<file path="config.mk">
export PLATFORM = sky130hd
export DESIGN_NAME = div_seq
export DESIGN_NICKNAME = d
export VERILOG_FILES = /design/src/rtl/mult_div_pkg.sv /design/src/rtl/div_step.sv /design/src/rtl/div_seq.sv
export SDC_FILE = /design/constraint.sdc
export NUM_CORES = 1
export LEC_CHECK = 0
export ABC_CLOCK_PERIOD_IN_PS = 2700
export CORE_ASPECT_RATIO = 1.75
export CORE_MARGIN = 1
export CORE_UTILIZATION = 49
export DETAILED_ROUTE_END_ITERATION = 8
export PLACE_DENSITY = 0.76
export SETUP_SLACK_MARGIN = 0.2
export SYNTH_ARGS = -nofsm -noshare
export SYNTH_HDL_FRONTEND = slang
export SYNTH_SLANG_ARGS = --single-unit
export TNS_END_PERCENT = 10
</file>
<file path="constraint.sdc">
create_clock -name clk -period 2.7 [get_ports clk]
set_clock_uncertainty 0.2 [all_clocks]
set_input_delay 0.54 -clock clk [delete_from_list [all_inputs] [get_ports clk]]
set_output_delay 0.54 -clock clk [all_outputs]
set_load 0.005 [all_outputs]
</file>
<file path="src/rtl/mult_div_pkg.sv">
// Shared types and width helpers for the multiply/divide datapath.
package mult_div_pkg;

   typedef enum logic [1:0] {IDLE, BUSY, DONE} div_state_e;

   // Counter width able to hold 0..sz inclusive.
   function automatic int cnt_w(input int sz);
      return $clog2(sz + 1);
   endfunction

   localparam int SZ_DEF = 32;
   localparam int CNT_W  = cnt_w(SZ_DEF);

endpackage

</file>
<file path="src/rtl/div_step.sv">
// One restoring-division step: shift in the next dividend bit, trial-subtract.
module div_step #(
   parameter int SZ = 32
) (
   input  logic [SZ:0]   r,
   input  logic          q_msb,
   input  logic [SZ-1:0] b,
   output logic [SZ:0]   r_next,
   output logic          qbit
);

   logic [SZ:0] t;
   logic        ge;

   // NOTE: every always_comb output gets a default first so no path infers a latch.
   always_comb begin
      t      = {r[SZ-1:0], q_msb};
      // A set r[SZ] means the shifted value already exceeds any SZ-bit divisor.
      ge     = r[SZ] | (t >= {1'b0, b});
      r_next = t;
      qbit   = 1'b0;
      if (ge) begin
         r_next = t - {1'b0, b};
         qbit   = 1'b1;
      end
   end

endmodule

</file>
<file path="src/rtl/div_seq.sv">
// Sequential unsigned restoring divider: 2*SZ-bit dividend / SZ-bit divisor,
// one quotient bit per clock, with divide-by-zero and overflow short cuts.
module div_seq
   import mult_div_pkg::*;
#(
   parameter int SZ = 32
) (
   input  logic            clk,
   input  logic            _rst,
   input  logic [2*SZ-1:0] a,
   input  logic [SZ-1:0]   b,
   input  logic            start,
   output logic [SZ-1:0]   quot,
   output logic [SZ-1:0]   rem,
   output logic            dbz,
   output logic            ovf,
   output logic            ready
);

   localparam int CW = cnt_w(SZ);

   div_state_e      state, state_next;
   logic [CW-1:0]   cnt;
   logic [SZ-1:0]   b_r, q, q_next;
   logic [SZ:0]     r, r_next;
   logic            qbit, spec_dbz, spec_ovf;
   logic            accept, last_step, finish;

   assign ready     = (state != BUSY);
   assign accept    = start && ready;
   assign last_step = (cnt == CW'(SZ - 1));
   assign finish    = (state == BUSY) && (spec_dbz || spec_ovf || last_step);
   assign q_next    = {q[SZ-2:0], qbit};

   div_step #(.SZ(SZ)) u_step (
      .r      (r),
      .q_msb  (q[SZ-1]),
      .b      (b_r),
      .r_next (r_next),
      .qbit   (qbit)
   );

   // NOTE: sequential state uses non-blocking assignments so all flops update together.
   always_ff @(posedge clk or negedge _rst) begin
      if (!_rst) state <= IDLE;
      else       state <= state_next;
   end

   always_comb begin
      state_next = state;
      case (state)
         IDLE, DONE: if (start)  state_next = BUSY;
         BUSY:       if (finish) state_next = DONE;
         default:                state_next = IDLE;
      endcase
   end

   // NOTE: operand and working registers are reset too, so an aborted run leaves no stale state.
   always_ff @(posedge clk or negedge _rst) begin
      if (!_rst) begin
         b_r      <= '0;
         r        <= '0;
         q        <= '0;
         cnt      <= '0;
         spec_dbz <= 1'b0;
         spec_ovf <= 1'b0;
         quot     <= '0;
         rem      <= '0;
         dbz      <= 1'b0;
         ovf      <= 1'b0;
      end else if (accept) begin
         b_r      <= b;
         r        <= {1'b0, a[2*SZ-1:SZ]};
         q        <= a[SZ-1:0];
         cnt      <= '0;
         spec_dbz <= (b == '0);
         spec_ovf <= (b != '0) && (a[2*SZ-1:SZ] >= b);
         dbz      <= 1'b0;
         ovf      <= 1'b0;
      end else if (state == BUSY) begin
         r <= r_next;
         q <= q_next;
         if (!last_step) cnt <= cnt + 1'b1;
         if (spec_dbz) begin
            // q still holds the low dividend half here.
            quot <= '1;
            rem  <= q;
            dbz  <= 1'b1;
         end else if (spec_ovf) begin
            quot <= '1;
            rem  <= '0;
            ovf  <= 1'b1;
         end else if (last_step) begin
            quot <= q_next;
            rem  <= r_next[SZ-1:0];
         end
      end
   end

endmodule

</file>
**After elaboration in Yosys (flattened, before gate mapping)**

Index checks and enable logic that the tools add are counted.

- Order comparisons: 2
- Reductions and logical operators: 18
- Equal/unequal tests: 8
- Add/subtract/negate cells: 2
- Bitwise logic cells: 2
- Mux-type cells: 25

Operators by type and width:

| operator | number |
|---|---|
| 32-bit 2-to-1 mux | 8 |
| 33-bit 2-to-1 mux | 3 |
| 33-bit by 32-bit >= comparator with 1-bit output | 1 |
| 33-bit by 32-bit subtractor with 33-bit output | 1 |
| 32-bit >= comparator | 1 |
| 32-bit logical NOT | 1 |
| 32-bit nonzero test | 1 |
| 6-bit 2-to-1 mux | 3 |
| 1-bit 2-to-1 mux | 8 |
| 6-bit by 1-bit adder with 6-bit output, second input constant | 1 |
| 6-bit by 5-bit equality test with 1-bit output, second input constant | 1 |
| 2-bit != test, second input constant | 3 |
| 2-bit AND reduction | 3 |
| 3-bit AND reduction | 2 |
| 2-bit nonzero test | 3 |
| 2-bit 2-to-1 mux | 2 |
| 2-bit by 1-bit != test with 1-bit output, second input constant | 2 |
| 2-bit one-hot mux with 2 select lines | 1 |
| 1-bit logical AND | 3 |
| 3-bit nonzero test | 1 |
| 2-bit by 1-bit equality test with 1-bit output, second input constant | 1 |
| 2-bit equality test, second input constant | 1 |
| 2-bit logical NOT | 1 |
| 1-bit logical OR | 2 |
| 3 further kinds | 3 |

- Output and inout bits: 67
- Register bits: 173

**Longest topological paths before layout**

Gate-level depths: netlist of run 1.

- Depth in word-level cells: 6
- Depth in mapped cells: 13
- Gate-level depth less buffers: 12

**Cells and area by module**

A second synthesis of run 1 with hierarchy kept.

- Cells, all modules: 1186
- Area, all modules: 10367.4 sq um

By module, submodules not included:

| module | cells an instance | sequential area each (sq um) | times used | area each (sq um) |
|---|---|---|---|---|
| div_seq | 844 | 4329.2 | 1 | 8105.3 |
| div_step | 342 | 0.0 | 1 | 2262.2 |

**Least setup slack after synthesis of run 1**

No wires, ideal clock.

- Kind: register to register
- Start point: reg r[5]
- End point: reg rem[21]
- Slack: -0.070 ns
- Period minus slack after synthesis: 2.770 ns
- Data arrival time: 2.439 ns
- Required time: 2.369 ns
- Stages on the path, launching flop included: 12
- Cells stage by stage: dfrtp_1 > ha_1 > a21oi_1 > o21ai_0 > a41oi_1 > o31ai_4 > a31oi_4 > o31a_1 > buf_6 > buf_6 > mux2i_1 > o21ai_0

- Longest elaborated chain between the ends: 6
- Elaborated cells between the ends (all ways): 7
- Classes of those cells: add/sub: 1; order compare: 1; mux: 4; bitwise: 1

RTL lines:

| element | line | source |
|---|---|---|
| start, declared | div_seq.sv:25 | `logic [SZ:0] r, r_next;` |
| start signal, assigned | div_seq.sv:73 | `r <= {1'b0, a[2*SZ-1:SZ]};` |
| start signal, assigned | div_seq.sv:81 | `r <= r_next;` |
| 33-bit by 32-bit >= comparator with 1-bit output | div_step.sv:19 | `ge = r[SZ] \| (t >= {1'b0, b});` |
| 1-bit bitwise OR | div_step.sv:19 |  |
| 33-bit 2-to-1 mux * | div_step.sv:22 | `if (ge) begin` |
| 32-bit 2-to-1 mux * | div_seq.sv:93 | `end else if (last_step) begin` |
| 32-bit 2-to-1 mux * | div_seq.sv:89 | `end else if (spec_ovf) begin` |
| 32-bit 2-to-1 mux * | div_seq.sv:84 | `if (spec_dbz) begin` |
| end signal, assigned | div_seq.sv:87 | `rem <= q;` |
| end signal, assigned | div_seq.sv:95 | `rem <= r_next[SZ-1:0];` |
| end, declared | div_seq.sv:14 | `output logic [SZ-1:0] rem,` |

Every way passes the cells marked *; elsewhere a longest branch is shown, timed or not. The select of a mux whose other input is x is not followed.
A chain may end at the register's enable or synchronous reset.

**Final worst setup path of run 1**

- Start point: reg r[0]
- End point: reg r[32]

- Longest elaborated chain between the ends: 5
- Elaborated cells between the ends (all ways): 6
- Classes of those cells: add/sub: 1; order compare: 1; mux: 3; bitwise: 1

RTL lines:

| element | line | source |
|---|---|---|
| 33-bit by 32-bit >= comparator with 1-bit output | div_step.sv:19 |  |
| 1-bit bitwise OR | div_step.sv:19 |  |
| 33-bit 2-to-1 mux * | div_step.sv:22 |  |
| 33-bit 2-to-1 mux * | div_seq.sv:80 | `end else if (state == BUSY) begin` |
| 33-bit 2-to-1 mux * | div_seq.sv:71 | `end else if (accept) begin` |

Marks and branches as above.

==> results of run 1 <==
where the power goes:
part | internal (mW) | switching [mW]
logic | 7.75 | 8.02
registers | 3.83 | 0.910
clock network | 1.33 | 1.08
placed cells by master (no fill, tap or decap), types with 4 or more instances in the layout:
| master | synthesis | final |
|---|---|---|
| buf_4 | 0 | 193 |
| dfrtp_1 | 173 | 172 |
| nand2_1 | 167 | 166 |
| clkdlybuf4s50_1 | 0 | 163 |
| o21ai_0 | 160 | 126 |
| inv_1 | 78 | 74 |
| a21oi_1 | 77 | 58 |
| ha_1 | 65 | 53 |
| mux2i_1 | 62 | 47 |
| a22oi_1 | 32 | 31 |
| nor2b_1 | 31 | 30 |
| a211oi_1 | 30 | 30 |
| nor2_1 | 31 | 28 |
| o21ai_1 | 2 | 28 |
| a21oi_2 | 1 | 19 |
| clkbuf_16 | 0 | 17 |
| xnor2_1 | 19 | 16 |
| a21o_1 | 15 | 15 |
| nand3_1 | 12 | 12 |
| nand4_1 | 12 | 12 |
| nor3_1 | 14 | 12 |
| ha_4 | 0 | 12 |
| buf_12 | 0 | 12 |
| nor4_1 | 10 | 10 |
| xor2_1 | 10 | 10 |
| mux2i_4 | 0 | 9 |
| and3_1 | 8 | 8 |
| nand2b_1 | 7 | 7 |
| o21ai_2 | 0 | 7 |
| o211ai_1 | 6 | 6 |
| o21bai_1 | 6 | 6 |
| a31oi_1 | 6 | 6 |
| mux2i_2 | 0 | 6 |
| mux2_2 | 5 | 5 |
| clkinv_2 | 0 | 5 |
| inv_2 | 0 | 4 |
| o21a_1 | 4 | 4 |
| o31ai_1 | 4 | 4 |
kinds of logic (layout without fill, tap and decap cells):
kind of cell / Yosys count / count (layout)
AO/OA/AOI/OAI: 370 / 370
XOR/XNOR: 29 / 29
adder cells (fa/ha/maj): 66 / 66
buffers and inverters: 140 / 483
flip-flops: 173 / 173
multiplexers: 68 / 68
other: 0 / 1
AND/OR/NAND/NOR: 307 / 307
routing by layer:
layer / share of wire, % / global-route usage, % / vias to the layer above
li1: - / - / 4749
met2: 53 / 57.3 / 341
met4: 6.0 / 18.0 / 2
met5: 0.027 / 0 / -
met3: 4.2 / 4.44 / 122
met1: 37 / 34.3 / 4910
stage by stage:
stage / total power [mW] / hold WS (ns) / setup WS (ns) / std cells
floorplan: 12.0 / 0.0444 / 0.0766 / 1153
global placement: 17.8 / 0.248 / -0.542 / 1701
detailed placement: 18.2 / 0.254 / -0.595 / 1701
CTS: 21.9 / 0.270 / -0.186 / 1741
global route: 24.4 / 0.295 / -0.336 / 1745
finish: 22.9 / 0.265 / -0.256 / 1745
layout make-up:
cell class / instances / area (sq um) / area share [%]
sequential: 173 / 4330 / 29.2
multi-input combinational: 840 / 5950 / 40.1
antenna: 1 / 2.50 / 0.0169
tap: 248 / 310 / 2.09
timing repair buffer: 372 / 3380 / 22.8
inverter: 79 / 302 / 2.03
clock buffer: 20 / 457 / 3.08
clock inverter: 12 / 109 / 0.733
worst paths after layout:
path,endpoint,slack [ns],from,cells past startpoint
max,r[32]$_DFFE_PN0P_,-0.26,r[0]$_DFFE_PN0P_,10
min,quot[6]$_DFFE_PN0P_,0.27,quot[6]$_DFFE_PN0P_,2
max reg2reg,r[32]$_DFFE_PN0P_,-0.26,r[0]$_DFFE_PN0P_,10
min reg2reg,quot[6]$_DFFE_PN0P_,0.27,quot[6]$_DFFE_PN0P_,2
max in group asynchronous,r[0]$_DFFE_PN0P_,1.11,_rst,3
min in group asynchronous,b_r[7]$_DFFE_PN0P_,0.46,_rst,2
state kept, by name, summed over array words and instances (netlist names):
name / cells
cnt: 6
ovf: 1
spec_ovf: 1
spec_dbz: 1
q: 32
dbz: 1
state: 2
rem: 32
quot: 32
b_r: 32
r: 33
worst max-delay path: stages (launching register included):
cell and delay, ns:
dfrtp_2 0.45, ha_1 0.32, nand2b_1 0.11, a21oi_2 0.19, nor2_2 0.07, o31ai_4 0.30, a31oi_4 0.13, o31a_4 0.42
buf_12 0.18, or3_1 0.34, a31oi_1 0.16
repair_timing:
item,4_1_cts,5_1_grt
setup buffers,6,3
hold buffers,1,0
pin swaps,47,11
gates resized for setup,83,38
endpoints found under the setup margin,69,68
cloned,1,0
endpoints found under the hold margin,54,0
==> metrics.md, run 1 <==
| Metric | Value |
|---|---|
| Status | finished, violations left |
| Failing checks | DRC, setup timing |
| XOR/XNOR share of the synthesized area | 2.47% |
| Top FF cell, synth | dfrtp_1 |
| Top cell type's share of synthesized area | 42.0% |
| Final net count | 1,648 |
| Die W | 112 um |
| P_leak | 6.75 nW |
| Minimum clock period | 2.96 ns |
| Peak VDD IR | 1.18 mV |
| Initial antenna violation count | 2 |
| Slew @ Worst Pin | 0.663 ns |
| RSZ-0062 raised after global routing | yes |
| Ports | 166 |
| Clock root buffer | clkbuf_16 |
| CP startpoint kind | flip-flop |
| TritonCTS Sinks | 173 |
| Setup ws final | -0.256 ns |
| Final Util | 72.5% |
| Setup TNS Final | -11.10 ns |
| Pwr/cell area | 1540 nW/um^2 |
| Vias | 10,100 |
| DRC Markers | 16 |
| Largest family of logic cells by synthesized area | compound AO/OA/AOI/OAI gates |
| CTS tree | done |
| Cells after Synth | 1,153 |
| Deepest clock path buffer count | 2 |
| Most common cell in the netlist | dfrtp_1 |
| Antenna-violating nets left | 0 |
| Async SR Flop Fraction | 100% |
| Placed cell areas | 13,800 sq um |
| Max transition margin | 55.8% |
| Final setup fails | 66 |
| CP Class | flip-flop to flip-flop |
| Post-route clock period utilization | 109% |
| Core area | 20,500 sq um |
| Finished Cell Area | 14,800 sq um |
| Initial Util | 50.3% |
| Worst-path fanout max | 13 |
| Final hold violation count | 0 |
| Share of cells above drive strength 1 | 22.5% |
| DRT Pass-1 Iters | 9 |
| Number of H-tree levels | 4 |
| Final Slew Violations | 0 |
| Die Y | 194 um |
| Tot GR Track Use | 31.4% |
| Vias in the first global route | 10,500 |
| Compound-Gate Fraction of Synth Area | 21.6% |
| Clk_lat worst skew | 0.45 ns |
| Ys Warns | 0 |
| Cells taking the most area after synthesis | dfrtp_1 (42%), ha_1 (7.9%), o21ai_0 (7.8%) |
| Largest net degree at the start of global routing | 122 |
| First-pass GRT wire length | 53.0 mm |
| Routed WL | 33.6 mm |
| Initial DRC count | 681 |
| Number of synthesized register bits | 173 |
| Max Cap Viol | 0 |
| Adder-cell share of the synthesized area | 8.09% |
| Remaining Overflow, GRT | 0 |
| Cell Area, Synth | 10,300 sq um |
| CTS Buf Count | 17 |
| EDFF count, synth | 0 |
| Post-Syn Nets | 1,318 |
| Mux share of post-synthesis cell area | 6.72% |
| Vias per cell | 5.80 |
| Worst-path clk slew | 0.07 ns |
| FP Rows | 69 |
| HP Class | flip-flop to flip-flop |
| Synth cell types | 60 |
| CP Data Required Time | 2.87 ns |
| Synth cell count leaders | dfrtp_1 (173), nand2_1 (167), o21ai_0 (160) |
| Post-synthesis sequential area ratio | 42.0% |
| Port Buf Inserts | 165 |
| P&R area growth vs syn | 44.1% |
| Detail Placement HPWL | 24.2 mm |
| Max Freq | 0.338 GHz |
| Die Area | 21,600 sq um |
| Data arrival, critical path | 3.12 ns |
| Simple logic cell fraction of the synthesized area | 13.6% |
| Syn_area_per_cell | 8.93 sq um |
| WL per Instance | 19.2 um |
| Filler Cell Count | 1,528 |
| Post-synth top area cell | dfrtp_1 |
| Critical Path End Type | flip-flop |
| GP Congestion | 0.914 |
Power figures use the tool's default switching activity.
==> run 2, diff against run 1 <==
--- a/config.mk
+++ b/config.mk
@@ -10,8 +10,9 @@
 export CORE_MARGIN = 1
 export CORE_UTILIZATION = 49
 export DETAILED_ROUTE_END_ITERATION = 8
-export PLACE_DENSITY = 0.76
+export PLACE_DENSITY = 0.77
 export SETUP_SLACK_MARGIN = 0.2
+export SKIP_LAST_GASP = 1
 export SYNTH_ARGS = -nofsm -noshare
 export SYNTH_HDL_FRONTEND = slang
 export SYNTH_SLANG_ARGS = --single-unit
==> run 2 against run 1 <==
- the run still ends with DRC, setup timing left
- non-clock buffer count decreased by 7
- worst hold slack better by 0.00082 ns
- routed wire length down 4.4%
- utilization is 1.6 points lower
- global-route usage shrank 1.1 points
- flip-flop and latch count unchanged
- final cell count decreased by 0.57%
- critical path type unchanged
- critical endpoint unchanged
- largest power group unchanged
==> metrics.md, run 2 (synthesis gave the netlist of run 1 again) <==
| Metric | Value |
|---|---|
| DRT Pass-1 Iters | 7 |
| Vias | 9,991 |
| Deepest clock path buffer count | 2 |
| Die Area | 21,600 sq um |
| Core area | 20,500 sq um |
| Setup TNS Final | -4.71 ns |
| Die W | 112 um |
| First-pass GRT wire length | 51.3 mm |
| Critical Path End Type | flip-flop |
| P_leak | 6.64 nW |
| HP Class | flip-flop to flip-flop |
| Clk_lat worst skew | 0.43 ns |
| Worst Hold End | quot[13]$_DFFE_PN0P_ |
| Antenna-violating nets left | 0 |
| Filler Cell Count | 1,590 |
| P&R area growth vs syn | 41.0% |
| Vias in the first global route | 10,100 |
| Fin cells | 1,735 |
| Crit. Startpoint | r[1]$_DFFE_PN0P_ |
| CP Data Required Time | 2.86 ns |
| Most frequent cells in the layout | buf_4 (191), dfrtp_1 (173), nand2_1 (167), clkdlybuf4s50_1 (160), o21ai_0 (146) |
| Max Cap Viol | 0 |
| Max Freq | 0.351 GHz |
| Largest Register | r |
| Routed WL | 32.1 mm |
| FF-to-FF path depth | 10 |
| Remaining Overflow, GRT | 0 |
| RSZ-0062 raised after global routing | yes |
| Slew @ Worst Pin | 0.693 ns |
| Worst-path fanout max | 11 |
| Final net count | 1,641 |
| Initial DRC count | 603 |
| Share of cells above drive strength 1 | 20.1% |
| Final Slew Violations | 0 |
| Tot GR Track Use | 30.2% |
| Largest register FFs | 33 |
| Pwr/cell area | 1480 nW/um^2 |
| CTS Buf Count | 17 |
| Total power | 21.5 mW |
| Max transition margin | 53.8% |
| Largest net degree at the start of global routing | 94 |
| Buf/Inv on CP | 1 |
| CP startpoint kind | flip-flop |
| Reg2reg setup slack | -0.15 ns |
| Hold_sp | quot[13]$_DFFE_PN0P_ |
| DRC Markers | 15 |
| FP Rows | 69 |
| TritonCTS Sinks | 173 |
| Max stage delay on crit path | 0.44 ns |
| Placed cell areas | 13,700 sq um |
| Worst r2r src | r[1]$_DFFE_PN0P_ |
| RR Endpoint | r[32]$_DFFE_PN0P_ |
| Data arrival, critical path | 3.00 ns |
| Ant. Diodes | 0 |
| Initial antenna violation count | 0 |
| CP Class | flip-flop to flip-flop |
| Worst path cell trace | ha_4 > o211ai_1 > a21oi_2 > nor2_2 > o31ai_4 > a31oi_4 > o31a_4 > clkbuf_16 > or3_1 > a31oi_1 |
| Slowest-stage cell, CP | dfrtp_1 |
| Top delay family on crit path | compound AO/OA/AOI/OAI gates |
| Setup ws final | -0.146 ns |
| Number of H-tree levels | 4 |
| Ports | 166 |
| Initial Util | 50.3% |
| Hold slack | 0.266 ns |
| Final hold violation count | 0 |
| CTS tree | done |
| Port Buf Inserts | 165 |
| Worst Hold Depth | 2 |
| WL per Instance | 18.5 um |
| Minimum clock period | 2.85 ns |
| Peak VDD IR | 0.827 mV |
| Final setup fails | 62 |
| Post-placement cell count | 1,700 |
| Status | finished, violations left |
| Vias per cell | 5.76 |
| Detail Placement HPWL | 24.2 mm |
| Finished Cell Area | 14,500 sq um |
| Failing checks | DRC, setup timing |
| GP Congestion | 0.950 |
| Die Y | 194 um |
| Most common cell after layout, fill and taps aside | buf_4 |
| Worst-path clk slew | 0.07 ns |
| Clock root buffer | clkbuf_16 |
| Post-route clock period utilization | 105% |
-- run 2: cell count changes in the layout (fill, tap and decap cells not counted), moves of 3 or more --
cell	before	now
o21ai_0	126	146
buf_12	12	7
dlygate4sd2_1	0	3
a21oi_1	58	67
xnor2_1	16	19
mux2i_4	9	1
mux2i_1	47	56
xnor2_2	3	0
o21ai_1	28	12
a21oi_2	19	10
o21ai_2	7	3
clkdlybuf4s50_1	163	160
-- run 2: worst reg2reg max path, cell delays in order (launching register included) --
cell and delay, ns:
dfrtp_1 0.44, ha_4 0.31, o211ai_1 0.10, a21oi_2 0.17, nor2_2 0.07, o31ai_4 0.31, a31oi_4 0.13, o31a_4 0.34
clkbuf_16 0.19, or3_1 0.34, a31oi_1 0.17
-- run 2: worst max path at each step --
stage                      endpoint  slack [ns]  depth (start not counted)
4_1_cts           r[32]$_DFFE_PN0P_       -0.15                         10
6_report          r[32]$_DFFE_PN0P_       -0.15                         10
3_5_place_dp   spec_ovf$_DFFE_PN0P_       -0.56                         11
2_1_floorplan     r[32]$_DFFE_PN0P_        0.08                         10
5_1_grt           r[14]$_DFFE_PN0P_       -0.30                         14
3_3_place_gp   spec_ovf$_DFFE_PN0P_       -0.50                         11
-- run 2: through the flow --
stage	utilization (%)	setup slack, ns
floorplan	-	0.0766
global placement	67.0	-0.504
detailed placement	67.0	-0.564
CTS	70.3	-0.151
global route	71.0	-0.299
finish	71.0	-0.146
-- run 2: repair_timing --
action | 4_1_cts | 5_1_grt
endpoints found under the hold margin | 61 | 0
hold buffers | 1 | 0
endpoints found under the setup margin | 69 | 70
gates cloned | 0 | 1
pin swaps | 24 | 14
gates resized for setup | 40 | 27
buffers inserted | 3 | 0
-- run 2: cell type report --
class	instances	area, sq um	area share (%)
clock inverters	10	92.6	0.637
well taps	248	310	2.14
clock buffers	20	447	3.08
multi-input cells	840	5790	39.9
repair buffers	365	3260	22.4
inverters	79	297	2.04
flip-flops and latches	173	4330	29.8
-- run 2: power by group --
part,leakage [nW],total [mW],switching (mW),internal (mW)
sequential,2.13,4.72,0.883,3.83
clock,0.266,2.33,1.05,1.29
combinational,4.24,14.4,7.32,7.09
-- run 2: per-layer routing --
metal / vias up / global-route usage [%] / share of wire, %
li1: 4737 / - / -
met1: 4806 / 34.6 / 38
met2: 341 / 54.2 / 53
met3: 107 / 3.81 / 3.9
met4: 0 / 16.6 / 5.3
met5: - / 0 / 0
